File: src/rtl/rj_decoder.sv
// rj_decoder: decodes ring/Johnson code words to a phase index, tracks lock and counts lock losses.
// Ports:
//   clk      rising-edge clock; rst async active-low reset
//   rj       code mode (0 ring, 1 Johnson), sampled with en
//   en       sample enable
//   q_in     code word from the counter
//   clr_err  synchronous clear of err_cnt
//   idx      decoded phase index of the last legal sample
//   legal    last sample was a legal code word
//   locked   lock FSM is in LOCKED
//   seq_err  one-cycle pulse on loss of lock
//   err_cnt  saturating count of lock losses
module rj_decoder #(
  parameter int W        = 4,
  parameter int LOCK_CNT = 3,
  parameter int ERR_W    = 8,
  localparam int IW      = $clog2(2 * W)
) (
  input  logic             clk,
  input  logic             rst,
  input  logic             rj,
  input  logic             en,
  input  logic [W-1:0]     q_in,
  input  logic             clr_err,
  output logic [IW-1:0]    idx,
  output logic             legal,
  output logic             locked,
  output logic             seq_err,
  output logic [ERR_W-1:0] err_cnt
);
  typedef enum logic [1:0] {UNLOCKED, TRACK, LOCKED} state_t;
  state_t state_q, state_d, state_eff;
  logic [3:0] cnt_q, cnt_d, cnt_inc;
  logic mode_q, mode_d;
  logic [IW-1:0] idx_q, idx_d, dec_idx, idx_max;
  logic legal_q, legal_d, seq_q, seq_d, dec_legal, succ, err_ev;
  logic [ERR_W-1:0] err_q, err_d;
  function automatic logic [W-1:0] low_ones(input int k);
    return {W{1'b1}} >> (W - k);
  endfunction
  always_comb begin
    dec_legal = 1'b0;
    dec_idx   = '0;
    for (int k = 0; k < W; k++) begin
      if (rj) begin
        if (q_in == low_ones(k)) begin
          dec_legal = 1'b1;
          dec_idx   = IW'(k);
        end
        if (q_in == ~low_ones(k)) begin
          dec_legal = 1'b1;
          dec_idx   = IW'(W + k);
        end
      end else if (q_in == low_ones(k) + 1'b1) begin
        dec_legal = 1'b1;
        dec_idx   = IW'(k);
      end
    end
  end
  // a mode change restarts tracking, so the successor test only ever sees the new mode
  assign idx_max   = rj ? IW'(2 * W - 1) : IW'(W - 1);
  assign succ      = dec_legal && (idx_q == idx_max ? dec_idx == '0 : dec_idx == idx_q + 1'b1);
  assign cnt_inc   = cnt_q + 4'd1;
  assign state_eff = (rj != mode_q) ? UNLOCKED : state_q;
  always_comb begin
    state_d = state_q;
    cnt_d   = cnt_q;
    mode_d  = mode_q;
    idx_d   = idx_q;
    legal_d = legal_q;
    err_ev  = 1'b0;
    if (en) begin
      mode_d  = rj;
      legal_d = dec_legal;
      idx_d   = dec_legal ? dec_idx : idx_q;
      case (state_eff)
        UNLOCKED: begin
          state_d = dec_legal ? TRACK : UNLOCKED;
          cnt_d   = '0;
        end
        TRACK: begin
          state_d = !dec_legal ? UNLOCKED : (succ && cnt_inc == 4'(LOCK_CNT)) ? LOCKED : TRACK;
          cnt_d   = succ ? cnt_inc : '0;
        end
        default: begin
          err_ev  = !succ;
          state_d = succ ? LOCKED : dec_legal ? TRACK : UNLOCKED;
          cnt_d   = '0;
        end
      endcase
    end
  end
  // clear beats a coincident error event; the pulse itself still fires
  assign seq_d = err_ev;
  assign err_d = clr_err ? '0 : (err_ev && !(&err_q)) ? err_q + 1'b1 : err_q;
  always_ff @(posedge clk or negedge rst) begin
    if (!rst) begin
      state_q <= UNLOCKED;
      cnt_q   <= '0;
      mode_q  <= 1'b0;
      idx_q   <= '0;
      legal_q <= 1'b0;
      seq_q   <= 1'b0;
      err_q   <= '0;
    end else begin
      state_q <= state_d;
      cnt_q   <= cnt_d;
      mode_q  <= mode_d;
      idx_q   <= idx_d;
      legal_q <= legal_d;
      seq_q   <= seq_d;
      err_q   <= err_d;
    end
  end
  assign idx     = idx_q;
  assign legal   = legal_q;
  assign locked  = state_q == LOCKED;
  assign seq_err = seq_q;
  assign err_cnt = err_q;
endmodule

File: config.mk
export PLATFORM = sky130hd
export DESIGN_NAME = rj_decoder
export DESIGN_NICKNAME = d
export VERILOG_FILES = /design/src/rtl/rj_decoder.sv
export SDC_FILE = /design/constraint.sdc
export NUM_CORES = 1
export LEC_CHECK = 0
export CAP_MARGIN = 10
export CELL_PAD_IN_SITES_DETAIL_PLACEMENT = 0
export CELL_PAD_IN_SITES_GLOBAL_PLACEMENT = 1
export CORE_MARGIN = 3
export CORE_UTILIZATION = 44
export DETAILED_ROUTE_END_ITERATION = 16
export PLACE_DENSITY = 0.88
export RECOVER_POWER = 25
export SYNTH_ARGS = -nofsm -noshare
export SYNTH_HDL_FRONTEND = slang
export SYNTH_SLANG_ARGS = --single-unit
File: constraint.sdc
create_clock -name clk -period 4.6 [get_ports clk]
set_clock_uncertainty 0.15 [all_clocks]
set_input_delay 1.38 -clock clk [delete_from_list [all_inputs] [get_ports clk]]
set_output_delay 1.38 -clock clk [all_outputs]
set_load 0.05 [all_outputs]
==> key figures <==
Pwr
  – Power density over the cells: about 250 nW/µm²
  – Total Power: roughly 0.46 mW
  – Lkg Pwr: ~0.73 nW
  – Max IR drop VDD: 0.2720 mV

Clock tree
  – Clk slew on worst S/H paths: 0.13 ns
  – Cts bufs inserted: 3
  – Clk buf depth: 2
  – Root Buffer: clkbuf_4
  – Hold_buf cts: 0
  – Postcts setup bufs: 0
  – Worst-Skew Late Latency: around 0.31 ns
  – CTS tree: built
  – H-Tree Depth: 1
  – Post-cts repair resize count: 0
  – Sink Count: 20

Cells and area
  – Fin util: about 58%
  – Final Cell Area: 1841 µm²
  – Layout cells sized above 1: approximately 11%
  – FILL cells: 303
  – Layout area overhead: 21.07%
  – ANT cells: 0
  – NumNets Final: 206
  – Final cell count without fillers: between 200 and 250

Critical path
  – Cell Chain, Critical Path: clkdlybuf4s50_1 -> or4b_4 -> a31oi_4 -> a211oi_1 -> o2bb2ai_1 -> or3b_1 -> o21ai_2 -> buf_4 -> or4_1 -> a21oi_1
  – Worst path top cell family by delay: simple AND/OR/NAND/NOR gates
  – Slowest-stage cell, CP: or4b_4
  – Worst path buffer plus inverter count: 2
  – Worst path arrival time: 4.29 ns
  – Max stage delay on crit path: slightly above 0.6 ns
  – Startpoint Class: input pin
  – Setup Crit Path Kind: in2reg
  – CP max FO: 11
  – Worst Path Required: approximately 4.7 ns
  – Critical Path End Type: register

Synthesis
  – Area contributors post-synth: dfrtp_1 (33%), o31ai_1 (4.0%), ha_1 (3.3%), nand3_1 (3.0%), inv_1 (3.0%)
  – Count leader, synth: dfrtp_1
  – Synth warn: 0
  – Synth async-reset ratio: 100.0%
  – Leading area contributor after synthesis: dfrtp_1
  – Post-synthesis sequential area ratio: 32.92%
  – Post-synthesis cell area: 1520 µm²
  – Synth top area share: between 30% and 40%
  – #FFs+latches synth: 20
  – Syn avg cell area: approximately 9.0 µm²
  – Syn_nets: 182
  – Gate count of the mapped netlist: between 150 and 200
  – Post-synth EDFFs: 0
  – Netlist cell types: 53
  – Post-synth top cells: dfrtp_1 (20), inv_1 (12), nand3_1 (9)
  – Most used DFF post-synth: dfrtp_1

Drt
  – Avg WL per Cell: ~15 µm
  – DR vias: approximately 1,400
  – Final ANT Viol Nets: 0
  – DRC: 0
  – Vias per cell: approximately 6
  – Drt pass-1 iters: 4
  – Iter 0 DRT Violations: about 100
  – Final wirelength: between 3 and 4 mm

Die
  – Num ports: 23
  – Height of the die: 64.78 µm
  – Die Footprint: approximately 4200 µm²
  – Initial Util: between 40% and 50%
  – Core Rows: 20
  – Die X: 64.78 µm
  – CORE AREA: around 3200 µm²

STA
  – Period utilisation layout: approximately nine tenths
  – Final setup vio count: 0
  – RSZ-0062 raised after global routing: false
  – Max Slew Vio Count: 0
  – Slew HR: between 30% and 40%
  – Hold Violations, Final: 0
  – Fmax: ~240 MHz
  – Worst-Margin Slew: just over 0.9 ns
  – Final setup TNS: 0 ns
  – Tmin final: about 4.2 ns
  – Hold slack: a little under 0.4 ns
  – Final Worst Setup Slack: between 0.4 and 0.5 ns

Worst hold path
  – Worst Hold Class: reg2reg

GRT
  – Initial antenna violation count: 0
  – GR Util All Layers: 17.38%
  – GRT Residual Overflow: 0
  – Largest net degree at the start of global routing: 21
  – Global-route wire length before repair: about 5.9 mm
  – Vias in the first global route: ~1,300

Placed design
  – Port bufs: 22
  – Inst Count DP: approximately 230
  – Pre-CTS WS: between 0.09 and 0.1 ns
  – Cell Area, Placed: between 1500 and 2000 µm²
  – Post-DP HPWL: approximately 2.6 mm
  – Final Wtd Congestion: around 0.96

Status
  – Status: finished clean

Run
  – Max-cap violations: 0
## cells by family after synthesis
| family | share of synthesized area [%] |
|---|---|
| AOI/OAI and AO/OA | 22.39 |
| xor gates and xnor gates | 3.457 |
| muxes | 3.703 |
| buffers and inverters | 6.914 |
| and+or+nand+nor | 27.33 |
| DFF | 32.92 |
| adders and majority gates | 3.292 |
## worst register-to-register path: stages, from the launching register on
cell and delay [ns]:
dfrtp_1 0.47, ha_1 0.35, inv_1 0.14, or3_1 0.32, o2bb2ai_1 0.28, or3b_1 0.19, o21ai_2 0.07, buf_4 0.17
or4_1 0.51, a21oi_1 0.15
## layer usage
layer,up-vias,routed length [µm],GRT usage [%]
met5,-,0,0
met4,0,23,2.111
met3,4,146,4.679
met2,42,1633,29.12
met1,680,1631,22.99
li1,683,-,-
## state kept, by name, summed over array words and instances (netlist names)
signal	flops
err_cnt	8
cnt_q	4
idx	3
state_q	2
legal	1
mode_q	1
seq_err	1
## path summary, 6_finish.rpt
kind,from,end,slack [ns],cells after the start
setup / recovery,q_in[2],err_cnt[7]$_DFFE_PN0P_,0.41,10
hold / removal,mode_q$_DFFE_PN0P_,mode_q$_DFFE_PN0P_,0.39,1
setup reg to reg,idx[0]$_DFFE_PN0P_,err_cnt[7]$_DFFE_PN0P_,1.76,9
hold reg to reg,mode_q$_DFFE_PN0P_,mode_q$_DFFE_PN0P_,0.39,1
max in group asynchronous,rst,cnt_q[2]$_DFFE_PN0P_,2.24,1
min in group asynchronous,rst,seq_err$_DFF_PN0_,1.48,1
## cells in the final DEF, fill, tap and decap left out, types with 3 or more instances in the layout
| cell type | instances |
|---|---|
| nand2_1 | 8 |
| o31ai_1 | 8 |
| nor2b_1 | 3 |
| a21oi_1 | 8 |
| nand2b_1 | 7 |
| or3_1 | 3 |
| nor4_1 | 3 |
| clkdlybuf4s50_1 | 20 |
| a31oi_1 | 3 |
| mux2i_1 | 3 |
| or4_1 | 4 |
| o21ai_0 | 6 |
| xor2_1 | 4 |
| nor2_1 | 7 |
| inv_1 | 12 |
| buf_4 | 7 |
| clkbuf_4 | 3 |
| ha_1 | 4 |
| dfrtp_1 | 20 |
| nand3_1 | 9 |
| o2bb2ai_1 | 4 |
| nand4_1 | 4 |
## power breakdown
part	switching (mW)	internal (mW)
registers	0.00894	0.183
clock network	0.0570	0.0881
logic	0.0740	0.0499
total	0.140	0.321
## area by class of cell
type	instances	area (µm²)	area share [%]
Tap cell	44	55.05	2.991
Clock buffer	3	22.52	1.224
Sequential cell	20	500.5	27.19
Clock inverter	1	30.03	1.632
Timing Repair Buffer	29	272.8	14.82
Inverter	12	45.04	2.447
Multi-Input combinational cell	127	914.6	49.69
(Power assumes the default switching activity.)
